**src/rtl/instruction_fetch_queue.sv**
```systemverilog
// instruction_fetch_queue: latency-tolerant fetch front end.
// Credit-limited sequential requests, in-order responses, PC-tagged FIFO.
module instruction_fetch_queue #(
  parameter int unsigned DEPTH    = 4,
  parameter logic [31:0] RESET_PC = 32'h0000_0000
) (
  input  logic        clk,
  input  logic        rst,
  input  logic        redirect,
  input  logic [31:0] redirect_pc,
  output logic        mem_req_valid,
  output logic [31:0] mem_req_addr,
  input  logic        mem_req_ready,
  input  logic        mem_resp_valid,
  input  logic [31:0] mem_resp_data,
  output logic        instr_valid,
  output logic [31:0] instr,
  output logic [31:0] instr_pc,
  input  logic        instr_ready
);
  localparam int unsigned AW = $clog2(DEPTH);
  localparam int unsigned CW = AW + 1;

  logic [31:0]   r_fetch_pc;
  logic [31:0]   r_resp_pc;
  logic [CW-1:0] r_count;
  logic [CW-1:0] r_inflight;
  logic [CW-1:0] r_drop;
  logic [AW-1:0] r_rd_ptr;
  logic [AW-1:0] r_wr_ptr;
  logic [31:0]   r_pc_mem   [DEPTH];
  logic [31:0]   r_word_mem [DEPTH];

  logic        w_credit;
  logic        w_acc;
  logic        w_resp;
  logic        w_keep;
  logic        w_pop;
  logic [CW:0] w_used;

  // buffered plus in-flight work bounds new requests
  assign w_used   = {1'b0, r_count} + {1'b0, r_inflight};
  assign w_credit = w_used < (CW+1)'(DEPTH);

  assign mem_req_valid = !rst && !redirect && w_credit;
  assign mem_req_addr  = r_fetch_pc;

  assign w_acc  = mem_req_valid && mem_req_ready;
  assign w_resp = mem_resp_valid && (r_inflight != '0);
  assign w_keep = w_resp && (r_drop == '0);

  assign instr_valid = (r_count != '0);
  assign instr       = r_word_mem[r_rd_ptr];
  assign instr_pc    = r_pc_mem[r_rd_ptr];
  assign w_pop       = instr_valid && instr_ready;

  always_ff @(posedge clk) begin
    if (rst) begin
      r_fetch_pc <= RESET_PC;
      r_resp_pc  <= RESET_PC;
      r_count    <= '0;
      r_inflight <= '0;
      r_drop     <= '0;
      r_rd_ptr   <= '0;
      r_wr_ptr   <= '0;
    end else if (redirect) begin
      // every response still owed belongs to the old path
      r_fetch_pc <= redirect_pc;
      r_resp_pc  <= redirect_pc;
      r_count    <= '0;
      r_rd_ptr   <= '0;
      r_wr_ptr   <= '0;
      r_inflight <= r_inflight - CW'(w_resp);
      r_drop     <= r_inflight - CW'(w_resp);
    end else begin
      if (w_acc) begin
        r_fetch_pc <= r_fetch_pc + 32'd4;
      end
      if (w_keep) begin
        r_wr_ptr  <= r_wr_ptr + AW'(1);
        r_resp_pc <= r_resp_pc + 32'd4;
      end
      if (w_resp && (r_drop != '0)) begin
        r_drop <= r_drop - CW'(1);
      end
      if (w_pop) begin
        r_rd_ptr <= r_rd_ptr + AW'(1);
      end
      r_inflight <= r_inflight + CW'(w_acc) - CW'(w_resp);
      r_count    <= r_count + CW'(w_keep) - CW'(w_pop);
    end
  end

  always_ff @(posedge clk) begin
    if (!rst && !redirect && w_keep) begin
      r_pc_mem[r_wr_ptr]   <= r_resp_pc;
      r_word_mem[r_wr_ptr] <= mem_resp_data;
    end
  end

endmodule

```
**config.mk**
```make
export PLATFORM = sky130hd
export DESIGN_NAME = instruction_fetch_queue
export DESIGN_NICKNAME = d
export VERILOG_FILES = /design/src/rtl/instruction_fetch_queue.sv
export SDC_FILE = /design/constraint.sdc
export NUM_CORES = 1
export LEC_CHECK = 0
export CAP_MARGIN = 30
export CORE_ASPECT_RATIO = 1.4
export CORE_MARGIN = 1.5
export CORE_UTILIZATION = 40
export CTS_CLUSTER_DIAMETER = 30
export CTS_CLUSTER_SIZE = 24
export DETAILED_ROUTE_END_ITERATION = 10
export SETUP_SLACK_MARGIN = 0.3
export SLEW_MARGIN = 20
export SYNTH_ARGS = -nofsm -noshare
export SYNTH_HDL_FRONTEND = slang
export SYNTH_SLANG_ARGS = --single-unit
```
**constraint.sdc**
```tcl
create_clock -name clk -period 3.75 [get_ports clk]
set_input_delay 0.75 -clock clk [delete_from_list [all_inputs] [get_ports clk]]
set_output_delay 0.75 -clock clk [all_outputs]
set_load 0.005 [all_outputs]
```
* Word level (Yosys, flattened, before mapping)
Memories as Yosys holds them, arrays and structs flattened. A register that Yosys moved wholly into a read port is not among the register bits. Cells that the tools add are included.
Storage, ports and cells: bits in registers 77, RAM bits 256, input bits 70, output and inout port bits 98, word-level logic and storage cells 52, memories kept 2
Cells by class: add/subtract/negate cells 11, $lt $le $gt $ge 1, mux-type cells 13, reductions and logical operators 18
Memory list:
- r_pc_mem | words 4, bits a word 32, rd ports 1, clocked after Yosys merged registers in 1, wr ports 1, RTL line 31 | logic [31:0] r_pc_mem [DEPTH];
- r_word_mem | words 4, bits a word 32, rd ports 1, clocked after Yosys merged registers in 1, wr ports 1, RTL line 32 | logic [31:0] r_word_mem [DEPTH];
Operators by type and width (number):
- 32-bit 2-to-1 mux | 4
- 32-bit by 3-bit adder with 32-bit output (second input constant) | 2
- 3-bit 2-to-1 mux | 3
- 3-bit nonzero test | 3
- 3-bit by 1-bit subtractor with 3-bit output | 3
- 1-bit logical AND | 8
- 2-bit 2-to-1 mux | 4
- 3-bit by 1-bit adder with 3-bit output | 2
- 2-bit nonzero test | 3
- 2-bit by 1-bit adder with 2-bit output (second input constant) | 2
- 3-bit by 3-bit adder with 4-bit output | 1
- 4-bit by 3-bit less-than comparator with 1-bit output (second input constant) | 1
- 3-bit logical NOT | 1
- 3-bit by 1-bit subtractor with 3-bit output (second input constant) | 1
- 1-bit logical NOT | 2
- 1-bit 2-to-1 mux | 2
- 2-bit OR reduction | 1

* Longest topological paths before layout
Gate-level depths: netlist of run 1.
word-level depth 7, depth in mapped cells 14, depth with buffers taken out 12

* Worst setup path before layout of run 1
OpenSTA, ideal clock, no wires.
kind in2reg, from input port mem_resp_valid, to memory r_pc_mem[0][0], enable pin, library setup time 0.429 ns, arrival 2.838 ns, required time 3.321 ns, path slack 0.483 ns, stages on the path 4, path buffers 1, path through nand3b_1 nor2_1 clkbuf_1 and3_1
On the way: word-level cells in the longest chain between the ends 5
RTL lines:
- start, declared | RTL line 14 | input logic mem_resp_valid,
- 1-bit logical AND | RTL line 49 | assign w_resp = mem_resp_valid && (r_inflight != '0);
- 1-bit logical AND | RTL line 50 | assign w_keep = w_resp && (r_drop == '0);
- 1-bit logical AND | RTL line 95 | if (!rst && !redirect && w_keep) begin
- 1-bit 2-to-1 mux | RTL line 95
- 1-bit 2-to-1 mux (not written as such) | RTL line 96 | r_pc_mem[r_wr_ptr] <= r_resp_pc;
- end, declared | RTL line 31
Every way passes these cells.

==> results of run 1 <==
==> critical path: cells and delay by family (launching register included) <==
family	cells	cell delay [ps]
flops	1	610
mux	1	580
buf+inv	2	760
==> cell families (layout without fill, tap and decap cells) <==
kind of cell	after synthesis	count (layout)	share of synthesized area
AOI/OAI and AO/OA	110	110	0.0548
xor gates and xnor gates	56	56	0.0362
adders and majority gates	18	18	0.0177
buffers and inverters	81	318	0.0235
DFF	335	335	0.684
muxes	65	65	0.107
and+or+nand+nor	194	194	0.0762
==> registers in the layout, indices dropped and copies added (netlist names), named ones only <==
| name | flops |
|---|---|
| r_resp_pc | 32 |
| r_rd_ptr | 2 |
| mem_req_addr | 32 |
| r_count | 3 |
| r_pc_mem | 128 |
| r_word_mem | 128 |
| r_wr_ptr | 2 |
| r_inflight | 3 |
| r_drop | 3 |
==> how the worst min path moves through the flow <==
stage	start	end	slack, ps
2_1_floorplan	mem_req_addr[0]$_SDFFE_PP0P_	mem_req_addr[0]$_SDFFE_PP0P_	450
3_3_place_gp	mem_req_addr[1]$_SDFFE_PP0P_	mem_req_addr[1]$_SDFFE_PP0P_	450
3_5_place_dp	mem_req_addr[1]$_SDFFE_PP0P_	mem_req_addr[1]$_SDFFE_PP0P_	450
4_1_cts	mem_req_addr[0]$_SDFFE_PP0P_	mem_req_addr[0]$_SDFFE_PP0P_	460
5_1_grt	mem_req_addr[0]$_SDFFE_PP0P_	mem_req_addr[0]$_SDFFE_PP0P_	480
6_report	mem_req_addr[1]$_SDFFE_PP0P_	mem_req_addr[1]$_SDFFE_PP0P_	460
==> synth_stat cells, types with 11 or more instances <==
cell	instances	area, sq um
edfxtp_1	256	7690
dfxtp_1	79	1580
mux4_2	64	1440
xnor2_1	48	420
nand2_1	46	173
inv_1	41	154
a21boi_0	34	255
nor2_1	33	124
a21oi_1	32	160
clkbuf_1	27	101
nor4_1	22	138
nand3_1	21	105
nand4_1	17	106
ha_1	16	200
nor3_1	13	65.1
and3_1	11	68.8
==> power by group through the flow <==
stage	Combinational [mW]	Sequential, mW	Clock [mW]
finish	0.885	4.28	4.48
global route	0.983	4.30	4.73
CTS	0.902	4.28	4.58
detailed placement	0.896	4.35	0
global placement	0.886	4.35	0
floorplan	0.505	4.30	0
==> layer usage <==
layer,vias up,global-route usage,part of all wire
met5,-,0,0
met4,0,0.0654,0.029
met3,52,0.0317,0.045
met2,204,0.307,0.52
met1,3955,0.209,0.41
li1,3735,-,-
==> metrics by stage <==
stage               total power [mW]  cell area [sq um]  cells  setup slack [ps]
floorplan                       4.81              13500    859               483
global placement                5.23              15900   1450               552
detailed placement              5.25              15900   1450               505
CTS                             9.75              17500   1541               374
global route                    10.0              17500   1541               352
finish                          9.64              17500   1541               489
==> area by class of cell <==
type,count,share of cell area
multi-input cells,443,0.226
clock buffers,53,0.0739
well taps,445,0.0318
clock inverters,38,0.0204
repair buffers,185,0.109
inverters,42,0.00901
flip-flops and latches,335,0.530
==> flow_summary.toml, run 1 <==
[floorplan]
start_util = 0.407
die_h_um = 221
dieArea_sq_mm = 0.0350
dieWidth_um = 159
num_io_pins = 168
rows = 79
coreArea_sq_mm = 0.0333

[timing]
setup_violations = 0
drv_slew = 0
fin_crit_sh = 0.870
max_freq_ghz = 0.307
worst_pin_slew_ps = 657
final.setup_skew_ps = 24.3
relSlewSlack = 0.558
finalCriticalPeriod_ps = 3260
final.setup.tns_ps = 0
rsz0062_at_grt = "false"
hold_ws_ps = 461
hold_viol = 0

[synthesis]
async_flop_share = 0
syn_area_per_cell_sq_um = 15.8
ys_seq_area_frac = 0.684
synth.distinct_cells = 53
synth_edf_count = 256
synth_ff_type = "edfxtp_1"
synth_seq_cells = 335
syn_nets = 947
synthCells = 859
syn_area_sq_mm = 0.0135
yosysWarningCount = 0

[power_and_ir_drop]
power.switching_mw = 2.30
p_seq_frac = 0.444
ir_drop_v = 0.000338
power.density_mw_per_mm2 = 551
leakagePower_nw = 5.71
p_int_mw = 7.33
switching_share = 0.239
power_frac_clock = 0.464
comb_power_share = 0.092

[grt]
grt_pass1_wl_um = 45600
grt_remaining_overflow = 0
grt_pass1_vias = 8298
grt_max_degree = 66
grt_usage = 0.173
antenna_found_initial = 0

[drt]
drt_iter0_markers = 383
first_pass_iters = 4
drt-total-wl_um = 29400
num_vias = 7946
post_drt_wl_per_cell_um = 19.1
drc = 0
postRouteAntennaNets = 0
routed_via_density = 5.16

[finish]
num-fill-cells = 2816
synthToLayoutAreaGrowth_pct = 29.2
n_antenna_cell = 0
post-route-util = 0.525
drive_gt1_frac = 0.167
final-seq-area_sq_mm = 0.00927
layout_commonest_cell = "edfxtp_1"
nNetsFinal = 1144
multiInputGateArea_sq_mm = 0.00396
mostFrequentLayoutCells = "edfxtp_1, clkdlybuf4s50_1, dfxtp_1"

[clocking]
h-tree-depth = 2
clk_latency_ps = 550
ctsResizeCount = 0
cts_made_buffers = 49
ctsHoldBuffers = 0
path_clk_slew_ps = 60
post_cts_buffers = 0
cts_tree = "yes"
clockBufferDepth = 3
clock-sinks = 335
clock-root-buffer = "clkbuf_16"

[setup_path]
crit_path_start_kind = "register"
timing.critical_path.required_ps = 3000
cp-end-kind = "primary output"
max_stage_delay_ps = 610
worstReg2RegStart = "r_inflight[2]$_SDFF_PP0_"
endpoint = "instr_pc[24]"
rrSetupSlack_ps = 850
cp_slowest_cell = "dfxtp_4"
r2r-end = "r_inflight[2]$_SDFF_PP0_"
crit_type = "reg2out"
path_max_fanout = 25
critical_path.cell_chain = "buf_12 -> mux4_2 -> clkdlybuf4s50_1"
arrival_ps = 2510
r2r_cells = 12

[flow_run]
drv_cap = 0

[place]
io_buffers = 167
hpwl_um = 18500
place_congestion = 0.794

[worst_hold_path]
hp-class = "reg2reg"
min_path_cells = 2

[status]
status = "finished clean"
Power figures use the tool's default switching activity.
==> inputs of run 2 (changes only) <==
--- a/config.mk
+++ b/config.mk
@@ -10,8 +10,8 @@
 export CORE_MARGIN = 1.5
 export CORE_UTILIZATION = 40
 export CTS_CLUSTER_DIAMETER = 30
-export CTS_CLUSTER_SIZE = 24
 export DETAILED_ROUTE_END_ITERATION = 10
+export GPL_ROUTABILITY_DRIVEN = 0
 export SETUP_SLACK_MARGIN = 0.3
 export SLEW_MARGIN = 20
 export SYNTH_ARGS = -nofsm -noshare
==> run 2 against run 1 <==
Net effect:
- worst hold slack about the same
- non-clock buffer count did not move
- power grew 0.29%
- global-route usage about the same
- critical path depth did not move
- highest routed layer unchanged
- count of clock-buffer cells in the layout grew 3
- combinational power barely moved
- first-iteration DRC count down 15%
- clock skew about the same
- sequential cell count unchanged
- sequential power hardly changed
==> flow_summary.toml, run 2 (synthesis gave the netlist of run 1 again) <==
[power_and_ir_drop]
ir_drop_v = 0.000341
power.density_mw_per_mm2 = 552
leakagePower_nw = 5.72

[timing]
max_freq_ghz = 0.306
drv_slew = 0
setup_ws_ps = 486
setup_violations = 0
worst_pin_slew_ps = 676
fin_crit_sh = 0.870
final.setup.tns_ps = 0
final.setup_skew_ps = 24.0
rsz0062_at_grt = "false"
hold_viol = 0
finalCriticalPeriod_ps = 3260
relSlewSlack = 0.545

[finish]
synthToLayoutAreaGrowth_pct = 29.3
mostFrequentLayoutCells = "edfxtp_1, clkdlybuf4s50_1, dfxtp_1"
nNetsFinal = 1144
layout_commonest_cell = "edfxtp_1"
reg_top3 = "r_pc_mem (128), r_word_mem (128)"
drive_gt1_frac = 0.168
n_antenna_cell = 0

[grt]
antenna_found_initial = 0
grt_remaining_overflow = 0
grt_max_degree = 66
grt_pass1_wl_um = 45500
grt_usage = 0.173
grt_pass1_vias = 8280

[floorplan]
coreArea_sq_mm = 0.0333
rows = 79
dieWidth_um = 159
start_util = 0.407
dieArea_sq_mm = 0.0350
num_io_pins = 168
die_h_um = 221

[clocking]
post_cts_buffers = 0
path_clk_slew_ps = 60
cts_tree = "yes"
cts_made_buffers = 49
ctsHoldBuffers = 0
ctsResizeCount = 0
clock-root-buffer = "clkbuf_16"
h-tree-depth = 2
clk_latency_ps = 550
clockBufferDepth = 3
clock-sinks = 335

[setup_path]
cp-end-kind = "primary output"
critical_path.cell_chain = "buf_12 -> mux4_2 -> clkdlybuf4s50_1"
timing.critical_path.required_ps = 3000
worstReg2RegStart = "r_inflight[2]$_SDFF_PP0_"
cp_slowest_cell = "dfxtp_4"
arrival_ps = 2510
crit_path_start_kind = "register"
max_stage_delay_ps = 610
path_max_fanout = 23
crit_type = "reg2out"

[drt]
num_vias = 7947
drc = 0
drt-total-wl_um = 29400
routed_via_density = 5.16
first_pass_iters = 4
drt_iter0_markers = 324
post_drt_wl_per_cell_um = 19.1
postRouteAntennaNets = 0

[place]
io_buffers = 167
pre_cts_ws_ps = 505
hpwl_um = 18500

[status]
status = "finished clean"

[worst_hold_path]
min_from = "mem_req_addr[1]$_SDFFE_PP0P_"
hp-class = "reg2reg"

[flow_run]
drv_cap = 0
## run 2: changes by cell type in the layout (fill, tap and decap cells not counted)
cell and delta:
clkbuf_8 +2, clkinv_1 -2, clkinv_8 -2, inv_8 +2
clkbuf_1 +1, clkinv_4 +1, clkinvlp_4 -1, inv_6 -1
## run 2: where the power goes
part	switching [mW]	internal, mW
Clock	1.75	2.75
Sequential	0.144	4.13
Combinational	0.394	0.491
## run 2: path summary, 6_finish.rpt
kind                                                     end  slack, ps  cells after the start
worst max-delay path                            instr_pc[21]        490                      3
worst min register to register  mem_req_addr[1]$_SDFFE_PP0P_        460                      2
worst min-delay path            mem_req_addr[1]$_SDFFE_PP0P_        460                      2
worst max register to register      r_inflight[2]$_SDFF_PP0_        860                     12
## run 2: area by class of cell
cell class,count,area [sq um]
well taps,445,557
repair buffers,185,1900
clock buffers,56,1330
flip-flops and latches,335,9270
inverters,42,158
fillers,2816,15800
clock inverters,35,332
multi-input cells,443,3960
## run 2: layer usage
layer  part of all wire  vias to the layer above  GRT usage
met4              0.030                        0     0.0642
met3              0.045                       60     0.0329
met2               0.52                      201      0.307
met5                  0                        -          0
met1               0.41                     3950      0.208
li1                   -                     3736          -
## run 2: through the flow
stage	power (mW)	hold WS (ps)	std cells	utilization	instance area (sq um)
floorplan	4.81	453	859	-	13500
global placement	5.23	451	1450	0.476	15900
detailed placement	5.25	450	1450	0.476	15900
CTS	9.78	461	1541	0.526	17500
global route	10.0	482	1541	0.526	17500
finish	9.66	461	1541	0.526	17500
## run 2: worst max-delay path: cells and delay by family, from the launching register on
kind / cells / cell delay, ps
buf+inv: 2 / 760
flops: 1 / 610
mux: 1 / 580
==> inputs of run 3 (changes only) <==
--- a/config.mk
+++ b/config.mk
@@ -7,11 +7,13 @@
 export LEC_CHECK = 0
 export CAP_MARGIN = 30
 export CORE_ASPECT_RATIO = 1.4
-export CORE_MARGIN = 1.5
+export CORE_MARGIN = 2
 export CORE_UTILIZATION = 40
+export CTS_BUF_LIST = sky130_fd_sc_hd__clkbuf_8
 export CTS_CLUSTER_DIAMETER = 30
 export DETAILED_ROUTE_END_ITERATION = 10
 export GPL_ROUTABILITY_DRIVEN = 0
+export PLACE_DENSITY_LB_ADDON = 0.3
 export SETUP_SLACK_MARGIN = 0.3
 export SLEW_MARGIN = 20
 export SYNTH_ARGS = -nofsm -noshare
==> run 3 against run 2 <==
Net effect:
- combinational power increased by 0.7%
- clock skew grew 8.2 ps
- count of clock-buffer cells in the layout is 3 higher
- clock power shrank 29%
- critical path depth did not move
- largest cell class unchanged
- highest routed layer unchanged
- sequential cell count stayed put
- routed wire length shrank 0.91%
==> flow_summary.toml, run 3 (synthesis gave the netlist of run 1 again) <==
[clocking]
clock-root-buffer = "clkbuf_8"
clock-sinks = 335
clockBufferDepth = 3
path_clk_slew_ps = 60
ctsHoldBuffers = 0
h-tree-depth = 2
cts_made_buffers = 56
ctsResizeCount = 0
clk_latency_ps = 600
cts_tree = "yes"

[place]
dp.cells = 1450
dpl-instance-area_sq_mm = 0.0158
hpwl_um = 18300
io_buffers = 167

[floorplan]
die_h_um = 222
dieArea_sq_mm = 0.0354
start_util = 0.407
rows = 79
dieWidth_um = 160
num_io_pins = 168
coreArea_sq_mm = 0.0333

[setup_path]
arrival_ps = 2440
cp_slowest_cell = "dfxtp_4"
crit_path_start_kind = "register"
path_max_fanout = 20
timing.critical_path.required_ps = 3000
path_buf_inv = 2
cp-end-kind = "primary output"
max_stage_delay_ps = 560
crit_type = "reg2out"
cp_top_family = "buffers and inverters"
critical_path.cell_chain = "buf_12 -> mux4_2 -> clkdlybuf4s50_1"

[power_and_ir_drop]
total_power_mw = 8.34
p_int_mw = 6.37
power.density_mw_per_mm2 = 491
power.switching_mw = 1.97
comb_power_share = 0.107
switching_share = 0.236
leakagePower_nw = 5.52
p_seq_frac = 0.512
ir_drop_v = 0.000260
power_frac_clock = 0.381

[timing]
worst_pin_slew_ps = 643
max_freq_ghz = 0.314
rsz0062_at_grt = "false"
setup_violations = 0
relSlewSlack = 0.568
final.setup_skew_ps = 32.3
hold_viol = 0
finalCriticalPeriod_ps = 3190
drv_slew = 0
fin_crit_sh = 0.850
final.setup.tns_ps = 0

[finish]
stdcell_area_sq_mm = 0.0170
num-fill-cells = 2875
drive_gt1_frac = 0.161
nNetsFinal = 1152
synthToLayoutAreaGrowth_pct = 25.5
n_antenna_cell = 0
final-seq-area_sq_mm = 0.00927
mostFrequentLayoutCells = "edfxtp_1, clkdlybuf4s50_1, dfxtp_1"
multiInputGateArea_sq_mm = 0.00396
reg_top3 = "r_pc_mem (128), r_word_mem (128)"
instances_no_fill = 1554
layout_commonest_cell = "edfxtp_1"

[drt]
drt-total-wl_um = 29100
first_pass_iters = 5
drt_iter0_markers = 397
post_drt_wl_per_cell_um = 18.7
routed_via_density = 5.18
postRouteAntennaNets = 0
drc = 0
num_vias = 8055

[grt]
grt_pass1_wl_um = 45600
antenna_found_initial = 0
grt_usage = 0.165
grt_remaining_overflow = 0
grt_pass1_vias = 8344
grt_max_degree = 65

[flow_run]
drv_cap = 0

[worst_hold_path]
hp-class = "reg2reg"

[status]
status = "finished clean"
==> run 3: routing by layer <==
layer,share of wire,global-route usage,vias to the layer above
li1,-,-,3744
met1,0.41,0.194,4028
met2,0.52,0.298,227
met3,0.046,0.0311,56
met4,0.027,0.0595,0
met5,0,0,-
==> run 3: worst paths after layout <==
| path | startpoint | endpoint | slack, ps | depth (start not counted) |
|---|---|---|---|---|
| worst max-delay path | register | instr_pc[30] | 560 | 3 |
| worst min register to register | mem_req_addr[1]$_SDFFE_PP0P_ | mem_req_addr[1]$_SDFFE_PP0P_ | 460 | 2 |
| worst max register to register | r_inflight[2]$_SDFF_PP0_ | r_inflight[2]$_SDFF_PP0_ | 940 | 12 |
| worst min-delay path | mem_req_addr[1]$_SDFFE_PP0P_ | mem_req_addr[1]$_SDFFE_PP0P_ | 460 | 2 |
==> run 3: power by group through the flow <==
stage | registers [mW] | clock network, mW | logic [mW]
after detailed placement | 4.35 | 0 | 0.895
after global placement | 4.35 | 0 | 0.883
after global routing | 4.29 | 3.43 | 0.989
after floorplan | 4.30 | 0 | 0.505
after CTS | 4.27 | 3.27 | 0.911
final | 4.27 | 3.18 | 0.891
==> run 3: stage by stage <==
stage                util  worst slack [ps]  hold slack [ps]
finish              0.510               562              457
global route        0.510               401              487
CTS                 0.510               436              460
detailed placement  0.475               512              452
global placement    0.475               535              449
floorplan               -               483              453
==> run 3: area by class of cell <==
type                       count  area share
clock inverter                44      0.0186
timing repair buffer         186       0.113
clock buffer                  59      0.0478
tap                          445      0.0328
inverter                      42     0.00928
multi-input combinational    443       0.233
sequential                   335       0.546
==> run 3: worst min-delay path, stage by stage, from the launching register on <==
cell,delay [ps]
dfxtp_1,310
nand2_1,50
a21oi_1,50
==> run 3: timing repair <==
action / CTS / global route
hold endpoints to repair: 0 / 0
setup endpoints to repair: 1 / 0
setup buffers: 1 / 0
